### src/rtl/button_debouncer.sv
// Push-button conditioner: 2-FF synchronizer, debounce FSM, one-cycle press/release pulses.
// Optional long-press pulse is built only when the BTN_LONG_PRESS_EN macro is defined.
module button_debouncer #(
    parameter int unsigned DEBOUNCE_CYCLES   = 1_000_000,
    parameter int unsigned LONG_PRESS_CYCLES = 50_000_000,
    parameter bit          ACTIVE_LOW        = 1'b1
) (
    input  logic clk,
    input  logic rst,
    input  logic btn_in,
    output logic btn_level,
    output logic press_pulse,
    output logic release_pulse,
    output logic long_pulse
);

    localparam int unsigned CNT_W = $clog2(DEBOUNCE_CYCLES + 1);
    localparam logic [CNT_W-1:0] CNT_LAST = CNT_W'(DEBOUNCE_CYCLES - 1);
    localparam logic [CNT_W-1:0] CNT_MAX  = '1;
    localparam logic [CNT_W-1:0] CNT_ONE  = CNT_W'(1);

    generate
        if (DEBOUNCE_CYCLES < 2 || LONG_PRESS_CYCLES <= DEBOUNCE_CYCLES) begin : g_bad_params
            $error("button_debouncer: illegal DEBOUNCE_CYCLES / LONG_PRESS_CYCLES combination");
        end
    endgenerate

    typedef enum logic [1:0] {
        ST_IDLE,
        ST_PRESS_WAIT,
        ST_PRESSED,
        ST_RELEASE_WAIT
    } state_t;

    logic             pressed_raw;
    logic             s0_q, s0_d;
    logic             s1_q, s1_d;
    state_t           state_q, state_d;
    logic [CNT_W-1:0] cnt_q, cnt_d;
    logic [CNT_W-1:0] cnt_inc;
    logic             btn_level_q, btn_level_d;
    logic             press_q, press_d;
    logic             release_q, release_d;

    // Polarity is normalised before synchronizing so reset value 0 always means "not pressed".
    assign pressed_raw = btn_in ^ ACTIVE_LOW;

    always_comb begin
        s0_d = pressed_raw;
        s1_d = s0_q;
    end

    always_ff @(posedge clk or posedge rst) begin
        if (rst) begin
            s0_q <= 1'b0;
            s1_q <= 1'b0;
        end else begin
            s0_q <= s0_d;
            s1_q <= s1_d;
        end
    end

    // Saturating increment: the count can never wrap back into an accept.
    assign cnt_inc = (cnt_q == CNT_MAX) ? cnt_q : cnt_q + CNT_ONE;

    always_comb begin
        state_d     = state_q;
        cnt_d       = cnt_q;
        btn_level_d = btn_level_q;
        press_d     = 1'b0;
        release_d   = 1'b0;
        case (state_q)
            ST_IDLE: begin
                btn_level_d = 1'b0;
                if (s1_q) begin
                    state_d = ST_PRESS_WAIT;
                    cnt_d   = CNT_ONE;
                end
            end
            ST_PRESS_WAIT: begin
                if (!s1_q) begin
                    state_d = ST_IDLE;
                    cnt_d   = '0;
                end else if (cnt_q >= CNT_LAST) begin
                    state_d     = ST_PRESSED;
                    cnt_d       = '0;
                    btn_level_d = 1'b1;
                    press_d     = 1'b1;
                end else begin
                    cnt_d = cnt_inc;
                end
            end
            ST_PRESSED: begin
                btn_level_d = 1'b1;
                if (!s1_q) begin
                    state_d = ST_RELEASE_WAIT;
                    cnt_d   = CNT_ONE;
                end
            end
            ST_RELEASE_WAIT: begin
                if (s1_q) begin
                    state_d = ST_PRESSED;
                    cnt_d   = '0;
                end else if (cnt_q >= CNT_LAST) begin
                    state_d     = ST_IDLE;
                    cnt_d       = '0;
                    btn_level_d = 1'b0;
                    release_d   = 1'b1;
                end else begin
                    cnt_d = cnt_inc;
                end
            end
            default: begin
                state_d     = ST_IDLE;
                cnt_d       = '0;
                btn_level_d = 1'b0;
            end
        endcase
    end

    always_ff @(posedge clk or posedge rst) begin
        if (rst) begin
            state_q     <= ST_IDLE;
            cnt_q       <= '0;
            btn_level_q <= 1'b0;
            press_q     <= 1'b0;
            release_q   <= 1'b0;
        end else begin
            state_q     <= state_d;
            cnt_q       <= cnt_d;
            btn_level_q <= btn_level_d;
            press_q     <= press_d;
            release_q   <= release_d;
        end
    end

    assign btn_level     = btn_level_q;
    assign press_pulse   = press_q;
    assign release_pulse = release_q;

`ifdef BTN_LONG_PRESS_EN
    localparam logic [31:0] HOLD_TARGET = 32'(LONG_PRESS_CYCLES);

    logic [31:0] hold_q, hold_d;
    logic        long_q, long_d;
    logic        hold_clr;

    assign hold_clr = (state_q == ST_PRESS_WAIT) && (state_d == ST_PRESSED);

    // Hold counter stops at the target, so the pulse fires at most once per press.
    always_comb begin
        hold_d = hold_q;
        long_d = 1'b0;
        if (hold_clr) begin
            hold_d = '0;
        end else if ((state_q == ST_PRESSED || state_q == ST_RELEASE_WAIT) &&
                     (hold_q != HOLD_TARGET)) begin
            hold_d = hold_q + 32'd1;
            long_d = (hold_d == HOLD_TARGET);
        end
    end

    always_ff @(posedge clk or posedge rst) begin
        if (rst) begin
            hold_q <= '0;
            long_q <= 1'b0;
        end else begin
            hold_q <= hold_d;
            long_q <= long_d;
        end
    end

    assign long_pulse = long_q;
`else
    assign long_pulse = 1'b0;
`endif

endmodule

### config.mk
export PLATFORM = sky130hd
export DESIGN_NAME = button_debouncer
export DESIGN_NICKNAME = d
export VERILOG_FILES = /design/src/rtl/button_debouncer.sv
export SDC_FILE = /design/constraint.sdc
export NUM_CORES = 1
export LEC_CHECK = 0
export ABC_AREA = 1
export BUFFER_PORTS_ARGS = -buffer_cell sky130_fd_sc_hd__buf_2
export CORE_MARGIN = 8
export CORE_UTILIZATION = 55
export CTS_CLUSTER_SIZE = 24
export DETAILED_ROUTE_END_ITERATION = 16
export PLACE_DENSITY = 0.81
export SYNTH_ARGS = -nofsm -noshare
export SYNTH_HDL_FRONTEND = slang
export SYNTH_SLANG_ARGS = --single-unit
### constraint.sdc
create_clock -name clk -period 1.65 [get_ports clk]
set_input_delay 0.0825 -clock clk [delete_from_list [all_inputs] [get_ports clk]]
set_output_delay 0.0825 -clock clk [all_outputs]
set_load 0.02 [all_outputs]
==> results.toml, run 1 <==
[global_routing]
globalRoute.totalOverflow = 0
antenna_found_initial = 0
grt_pass1_vias = 1729
grt_max_degree = 28
grt_pass1_wl_um = 7569
grt_usage_pct = 17.68

[floorplan]
pin_count = 7
chipWidth_um = 73.63
core_area_um2 = 3258
num_rows = 21
start_util_pct = 56.07
die-area_um2 = 5421
die_h_um = 73.63

[sta]
hold_viol = 0
hold_ws_ns = 0.3407
min_period_ns = 1.721
layout_setup_ws_ns = -0.07076
setup_tns_ns = -0.4188
fin_worst_skew_ns = 0.004212
drv_slew = 0
rsz0062_at_grt = "true"
finalSetupViolations = 10
finalCritPeriodShare_pct = 104.3
max_freq_mhz = 581.1

[synthesis]
synth_seq_area_share_pct = 36.99
ys_top_cells_by_area = "dfrtp_1, nand2_1, nor2_1"
synth.avg_cell_area_um2 = 6.842
synth_cells = 267
ys_ff_latch = 27
synth_area_um2 = 1827
ys_warn_count = 0
syn_nets = 275
synth.largest_area_cell = "dfrtp_1"
synth_top_area_share_pct = 36.99
yosysUniqueCellTypes = 29

[detailed_routing]
detail_route.wl_per_cell_um = 13.58
drt_pass1_iterations = 5
routed_via_density = 5.348
detail-route-antenna-nets = 0
drt_wl_total_um = 4877
drc = 0
num_vias = 1920
drt_iter0_drc = 150

[final_layout]
mostFrequentLayoutCells = "nand2_1, buf_4, inv_1, nor2_1, dfrtp_1"
fillers = 260
drive_gt1_share_pct = 29.39
antenna_cells = 0
syn2layout_area_growth_pct = 28.77
finalNonFillerCells = 359
design.final.nets = 322
layout_commonest_cell = "nand2_1"

[critical_path]
r2r-start = "cnt_q[1]$_DFFE_PP0P_"
critPathCaptureType = "flip-flop"
startpoint_type = "flip-flop"
rr_worst_depth = 11
crit_path_max_fanout = 6
worstReg2RegEnd = "cnt_q[11]$_DFFE_PP0P_"
arrival_ns = 1.96
crit_required_ns = 1.89
path_class = "flip-flop to flip-flop"
rrSetupSlack_ns = -0.07

[cts]
cts_tree = "yes"
cts.sink_count = 27
cts_buffers = 3
insertion_delay_ns = 0.33
cts_root_buf = "clkbuf_4"
clkSlewWorstSetupHoldPaths_ns = 0.15
htreeDepth = 1
clock_path_buffers = 2

[place]
post-dp-hpwl_um = 3334
dp.cells = 341
place.gp.congestion = 0.9021
place_ws_ns = -0.04181
io_buffers = 5

[outcome]
violations = "negative setup slack"
status = "finished, violations left"

[hold_path]
hold_path.class = "primary input to asynchronous set/reset pin"

[power]
ir_drop_v = 0.0006617
p_per_area_nw_per_um2 = 883.9
p_leak_nw = 1.135

[flow_run]
cap_violations = 0
## per-layer routing
metal | global-route usage [%] | share of wire (%) | up-vias | wire length, um
met5 | 0 | 0 | - | 0
met4 | 5.987 | 1.2 | 0 | 57
met3 | 2.592 | 5.1 | 6 | 247
met2 | 31.10 | 51 | 60 | 2499
met1 | 21.19 | 42 | 905 | 2072
li1 | - | - | 949 | -
## sequential cells by signal, summed over array words and instances, names as in the netlist, named ones only
name,cells
cnt_q,20
btn_level,1
press_pulse,1
release_pulse,1
s0_q,1
s1_q,1
state_q,1
## per-stage QoR
stage	total power [mW]	instance area [um^2]	utilization, %
2_1_floorplan	1.331	1827	-
3_3_place_gp	1.583	2077	63.75
3_5_place_dp	1.601	2077	63.75
4_1_cts	1.949	2171	66.63
5_1_grt	2.219	2352	72.20
6_report	2.079	2352	72.20
## worst max-delay path by stage
stage                                 from                     to  cells past startpoint
floorplan           state_q[0]$_DFFE_PP0P_   cnt_q[3]$_DFFE_PP0P_                      7
global placement      cnt_q[1]$_DFFE_PP0P_  cnt_q[11]$_DFFE_PP0P_                     11
detailed placement  state_q[0]$_DFFE_PP0P_  cnt_q[15]$_DFFE_PP0P_                     10
CTS                 state_q[0]$_DFFE_PP0P_  cnt_q[15]$_DFFE_PP0P_                     10
global route          cnt_q[1]$_DFFE_PP0P_   cnt_q[7]$_DFFE_PP0P_                     10
finish                cnt_q[1]$_DFFE_PP0P_  cnt_q[11]$_DFFE_PP0P_                     11
## final cells by class
class / instances / area, um^2 / share of cell area [%]
Clock buffer: 3 / 22.52 / 0.9574
Clock inverter: 1 / 5.005 / 0.2128
Timing Repair Buffer: 46 / 356.6 / 15.16
Inverter: 41 / 158.9 / 6.755
Sequential cell: 27 / 679.4 / 28.88
Multi-Input combinational cell: 195 / 1072 / 45.59
Tap cell: 46 / 57.56 / 2.447
## logic make-up (layout without fill, tap and decap cells)
logic type      Yosys count  after routing  share of synthesized area [%]
compound gates           18             18                          6.370
xor+xnor                  1              1                         0.4795
other cells               1              1                         0.2053
fa+ha+maj                 5              5                          3.425
simple gates            170            170                          42.05
buf+inv                  45             91                          10.48
flops                    27             27                          36.99
## power by group
| part | switching, mW | internal, mW | total, mW |
|---|---|---|---|
| Sequential | 0.0718 | 0.739 | 0.811 |
| Clock | 0.208 | 0.0912 | 0.299 |
| Combinational | 0.557 | 0.413 | 0.970 |
## Yosys cell counts
cell and instances:
a21oi_1 1, a21oi_2 2, a22oi_1 1, buf_2 1
buf_4 1, buf_6 2, conb_1 1, dfrtp_1 27
ha_1 5, inv_1 37, inv_2 3, inv_4 1
nand2_1 72, nand2_2 3, nand3_1 22, nand3_2 1
nand3b_1 1, nand4_1 19, nand4_2 1, nor2_1 42
nor2_2 3, nor2_4 2, nor3_1 3, o21ai_0 10
o21ai_1 1, o21ai_4 1, o21bai_1 2, or2_1 1
xor2_1 1
## worst max-delay path, stage by stage (launching register included)
cell and delay [ns]:
dfrtp_1 0.40, ha_2 0.22, nand2_4 0.08, nor2_2 0.15, nand2_2 0.09, nor2_4 0.12
nand4_4 0.16, buf_6 0.17, nand2_1 0.05, o21bai_1 0.06, nand2_1 0.08, nor2_1 0.04
## timing repair
item | 4_1_cts | 5_1_grt
pin swaps | 2 | 14
hold buffers | 2 | 0
setup buffers | 3 | 9
resized for setup | 6 | 39
endpoints found under the hold margin | 28 | 0
endpoints found under the setup margin | 19 | 22
(Power assumes the default switching activity.)
==> inputs of run 2 (changes only) <==
--- a/config.mk
+++ b/config.mk
@@ -9,9 +9,10 @@
 export BUFFER_PORTS_ARGS = -buffer_cell sky130_fd_sc_hd__buf_2
 export CORE_MARGIN = 8
 export CORE_UTILIZATION = 55
+export CTS_BUF_LIST = sky130_fd_sc_hd__clkbuf_8
 export CTS_CLUSTER_SIZE = 24
 export DETAILED_ROUTE_END_ITERATION = 16
-export PLACE_DENSITY = 0.81
+export PLACE_DENSITY_LB_ADDON = 0.2
 export SYNTH_ARGS = -nofsm -noshare
 export SYNTH_HDL_FRONTEND = slang
 export SYNTH_SLANG_ARGS = --single-unit
==> results.toml, run 2 (synthesis gave the netlist of run 1 again) <==
[power]
seqPwrFrac_pct = 34.1
comb_power_share_pct = 49.2
p_leak_nw = 1.212
p_clk_share_pct = 16.8
p_total_mw = 2.397
internal_power_mw = 1.420
switching_share_pct = 40.77
ir_drop_v = 0.0009139
p_per_area_nw_per_um2 = 966.3
p_sw_mw = 0.9775

[critical_path]
path_cells = "inv_1, ha_4, or2_4, o21ai_4, buf_12, buf_4, buf_4, nand3_1, nand2_1, nand2_1, nor2_1"
path_class = "flip-flop to flip-flop"
crit_required_ns = 1.87
arrival_ns = 1.90
critPathCaptureType = "flip-flop"
path_buf_inv = 4
crit_family = "simple AND/OR/NAND/NOR gates"
crit_path_max_incr_delay_ns = 0.38
path_depth = 11
crit_path_max_fanout = 7
rr_worst_depth = 11
slowest_stage = "dfrtp_1"
startpoint_type = "flip-flop"

[floorplan]
start_util_pct = 56.07
chipWidth_um = 73.63
die-area_um2 = 5421
num_rows = 21
die_h_um = 73.63
pin_count = 7
core_area_um2 = 3258

[detailed_routing]
routed_via_density = 5.473
drt_wl_total_um = 5303
detail_route.wl_per_cell_um = 14.41
drt_pass1_iterations = 5
detail-route-antenna-nets = 0
num_vias = 2014
drt_iter0_drc = 197
drc = 0

[cts]
cts_root_buf = "clkbuf_8"
cts.sink_count = 27
insertion_delay_ns = 0.28
clkSlewWorstSetupHoldPaths_ns = 0.10
clock_path_buffers = 2
cts_buffers = 3
htreeDepth = 1
cts_tree = "yes"

[sta]
layout_setup_ws_ns = -0.03813
max_freq_mhz = 592.4
finalSetupViolations = 11
hold_viol = 0
hold_ws_ns = 0.3657
fin_worst_skew_ns = 0.003604
rsz0062_at_grt = "true"
finalCritPeriodShare_pct = 102.3
min_period_ns = 1.688
drv_slew = 0
setup_tns_ns = -0.1405

[global_routing]
globalRoute.totalOverflow = 0
grt_usage_pct = 18.56
grt_pass1_wl_um = 7928
antenna_found_initial = 0
grt_max_degree = 28
grt_pass1_vias = 1795

[final_layout]
layout_commonest_cell = "nand2_1"
antenna_cells = 0
mostFrequentLayoutCells = "nand2_1, buf_4, inv_1, nor2_1, dfrtp_1"
largest-register = "cnt_q"
drive_gt1_share_pct = 34.16
fin_area_um2 = 2481
syn2layout_area_growth_pct = 35.82
design.final.nets = 331
largest_register_ffs = 20

[outcome]
status = "finished, violations left"
violations = "negative setup slack"

[hold_path]
holdPathStages = 0
hold_path.class = "flip-flop to flip-flop"

[place]
io_buffers = 5
place.gp.congestion = 0.9320
placed_cell_area_um2 = 2130
post-dp-hpwl_um = 3406

[flow_run]
cap_violations = 0
## run 2: worst paths after layout
check | start | to | slack (ns)
min in group asynchronous | rst | cnt_q[8]$_DFFE_PP0P_ | 0.42
worst min-delay path | s0_q$_DFF_PP0_ | s1_q$_DFF_PP0_ | 0.37
worst max register to register | state_q[0]$_DFFE_PP0P_ | cnt_q[14]$_DFFE_PP0P_ | -0.04
max in group asynchronous | rst | asynchronous set/reset pin | 0.95
worst max-delay path | state_q[0]$_DFFE_PP0P_ | cnt_q[14]$_DFFE_PP0P_ | -0.04
worst min register to register | s0_q$_DFF_PP0_ | s1_q$_DFF_PP0_ | 0.37
## run 2: layer usage
| layer | global-route usage, % | wire, um | up-vias |
|---|---|---|---|
| met2 | 31.59 | 2656 | 87 |
| met4 | 5.765 | 189 | 0 |
| li1 | - | - | 968 |
| met5 | 0 | 0 | - |
| met1 | 23.62 | 2154 | 931 |
| met3 | 2.183 | 302 | 28 |
## run 2: area by class of cell
| class | count | area, um^2 |
|---|---|---|
| tap | 46 | 57.56 |
| inverter | 41 | 161.4 |
| clock buffer | 3 | 41.29 |
| fill | 261 | 777.0 |
| sequential | 27 | 680.7 |
| clock inverter | 1 | 7.507 |
| multi-input combinational | 195 | 1104 |
| timing repair buffer | 55 | 429.2 |
## run 2: timing repair
action | CTS | global route
resized for setup | 3 | 49
endpoints found under the setup margin | 18 | 23
pin swaps | 3 | 14
buffers inserted | 2 | 12
hold buffers | 2 | 0
gates cloned | 0 | 0
hold endpoints to repair | 28 | 0
## run 2: stage by stage
step,utilization [%],setup slack (ns),cells
6_report,76.15,-0.03813,368
5_1_grt,76.15,-0.1036,368
4_1_cts,68.78,-0.002951,356
3_5_place_dp,65.36,-0.06063,348
3_3_place_gp,65.36,-0.05871,348
2_1_floorplan,-,0.08992,267
## run 2: power by group through the flow
stage / Sequential [mW] / Combinational [mW] / Clock (mW)
2_1_floorplan: 0.819 / 0.513 / 0
3_5_place_dp: 0.800 / 0.849 / 0
6_report: 0.817 / 1.18 / 0.402
4_1_cts: 0.789 / 0.907 / 0.411
3_3_place_gp: 0.797 / 0.839 / 0
5_1_grt: 0.821 / 1.27 / 0.439
==> inputs of run 3 (changes only) <==
--- a/config.mk
+++ b/config.mk
@@ -13,6 +13,7 @@
 export CTS_CLUSTER_SIZE = 24
 export DETAILED_ROUTE_END_ITERATION = 16
 export PLACE_DENSITY_LB_ADDON = 0.2
+export SETUP_SLACK_MARGIN = 0.02
 export SYNTH_ARGS = -nofsm -noshare
 export SYNTH_HDL_FRONTEND = slang
 export SYNTH_SLANG_ARGS = --single-unit
==> results.toml, run 3 (synthesis gave the netlist of run 1 again) <==
[outcome]
status = "finished, violations left"
violations = "negative setup slack"

[place]
place.gp.congestion = 0.9320
post-dp-hpwl_um = 3406
placed_cell_area_um2 = 2130
io_buffers = 5
place_ws_ns = -0.06063

[global_routing]
antenna_found_initial = 0
globalRoute.totalOverflow = 0
grt_max_degree = 28
grt_pass1_wl_um = 7941
grt_usage_pct = 18.76
grt_pass1_vias = 1812

[detailed_routing]
detail-route-antenna-nets = 0
drc = 0
drt_wl_total_um = 5193
routed_via_density = 5.432
drt_iter0_drc = 202
drt_pass1_iterations = 4
num_vias = 1988
detail_route.wl_per_cell_um = 14.19

[critical_path]
critPathCaptureType = "flip-flop"
crit_path_max_incr_delay_ns = 0.42
crit_top_cell = "nor2_1"
crit_path_max_fanout = 3
arrival_ns = 1.86
crit_required_ns = 1.83
rrSetupSlack_ns = -0.02
path_cells = "nor2_1, nand3_1, nor2_2, nand2_1, nand4_1, nand2_2, buf_6, o21ai_1, nor2_1"
startpoint_type = "flip-flop"
path_class = "flip-flop to flip-flop"
slowest_stage = "dfrtp_1"

[cts]
cts_buffers = 3
clock_path_buffers = 2
htreeDepth = 1
cts.sink_count = 27
cts_root_buf = "clkbuf_8"
clkSlewWorstSetupHoldPaths_ns = 0.10
insertion_delay_ns = 0.28
cts_tree = "yes"

[sta]
finalSetupViolations = 3
setup_tns_ns = -0.06449
rsz0062_at_grt = "true"
hold_viol = 0
drv_slew = 0
min_period_ns = 1.675
layout_setup_ws_ns = -0.02474
max_freq_mhz = 597.1
fin_worst_skew_ns = 0.004153
finalCritPeriodShare_pct = 101.5

[floorplan]
die-area_um2 = 5421
core_area_um2 = 3258
chipWidth_um = 73.63
die_h_um = 73.63
start_util_pct = 56.07
num_rows = 21
pin_count = 7

[final_layout]
syn2layout_area_growth_pct = 37.60
antenna_cells = 0
largest-register = "cnt_q"
largest_register_ffs = 20
design.final.nets = 329
drive_gt1_share_pct = 35.63
mostFrequentLayoutCells = "nand2_1, buf_4, inv_1, nor2_1, dfrtp_1"
fin_util_pct = 77.15
layout_commonest_cell = "nand2_1"
fin_area_um2 = 2514

[power]
p_leak_nw = 1.209
ir_drop_v = 0.0009806
p_per_area_nw_per_um2 = 954.2

[flow_run]
cap_violations = 0

[hold_path]
hold_path.class = "flip-flop to flip-flop"
[run 3: path summary, 6_finish.rpt]
kind / from / end / cells after the start
max in group asynchronous: rst / asynchronous set/reset pin / 4
max: cnt_q[13]$_DFFE_PP0P_ / cnt_q[5]$_DFFE_PP0P_ / 9
max reg2reg: cnt_q[13]$_DFFE_PP0P_ / cnt_q[5]$_DFFE_PP0P_ / 9
min reg2reg: s0_q$_DFF_PP0_ / s1_q$_DFF_PP0_ / 0
min: s0_q$_DFF_PP0_ / s1_q$_DFF_PP0_ / 0
min in group asynchronous: rst / cnt_q[9]$_DFFE_PP0P_ / 4
[run 3: per-layer routing]
layer / GRT usage [%] / part of all wire (%) / vias to the layer above
li1: - / - / 963
met1: 22.81 / 41 / 940
met2: 32.58 / 51 / 68
met3: 2.456 / 4.7 / 17
met4: 6.874 / 2.5 / 0
met5: 0 / 0 / -
[run 3: what timing repair did]
| item | in CTS | in global routing |
|---|---|---|
| pin swaps | 5 | 22 |
| hold endpoints to repair | 28 | 0 |
| setup endpoints to repair | 21 | 22 |
| gates resized for setup | 7 | 58 |
| hold buffers | 2 | 0 |
| buffers inserted | 4 | 9 |
| gates cloned | 0 | 0 |
[run 3: power breakdown]
group	switching [mW]	internal (mW)	total, mW
Sequential	0.0780	0.739	0.817
Combinational	0.660	0.522	1.18
Clock	0.229	0.172	0.401
Total	0.966	1.43	2.40
[run 3: cell type report]
type / count / area (um^2)
Multi-Input combinational cell: 195 / 1140
Fill cell: 248 / 744.5
Sequential cell: 27 / 680.7
Timing Repair Buffer: 53 / 425.4
Inverter: 41 / 161.4
Tap cell: 46 / 57.56
Clock buffer: 3 / 41.29
Clock inverter: 1 / 7.507
[run 3: through the flow]
step                      power, mW  hold slack (ns)  std cells
after floorplan               1.331           0.1352        267
after global placement        1.636           0.1601        348
after detailed placement      1.650           0.1674        348
after CTS                     2.133           0.3642        358
after global routing          2.548           0.3804        366
final                         2.399           0.3629        366
[run 3: critical path: cells and delay by family (launching register included)]
kind	cells	cell delay [ns]
AND/OR/NAND/NOR	7	0.94
flip-flops	1	0.42
buffers and inverters	1	0.15
AO/OA/AOI/OAI	1	0.06
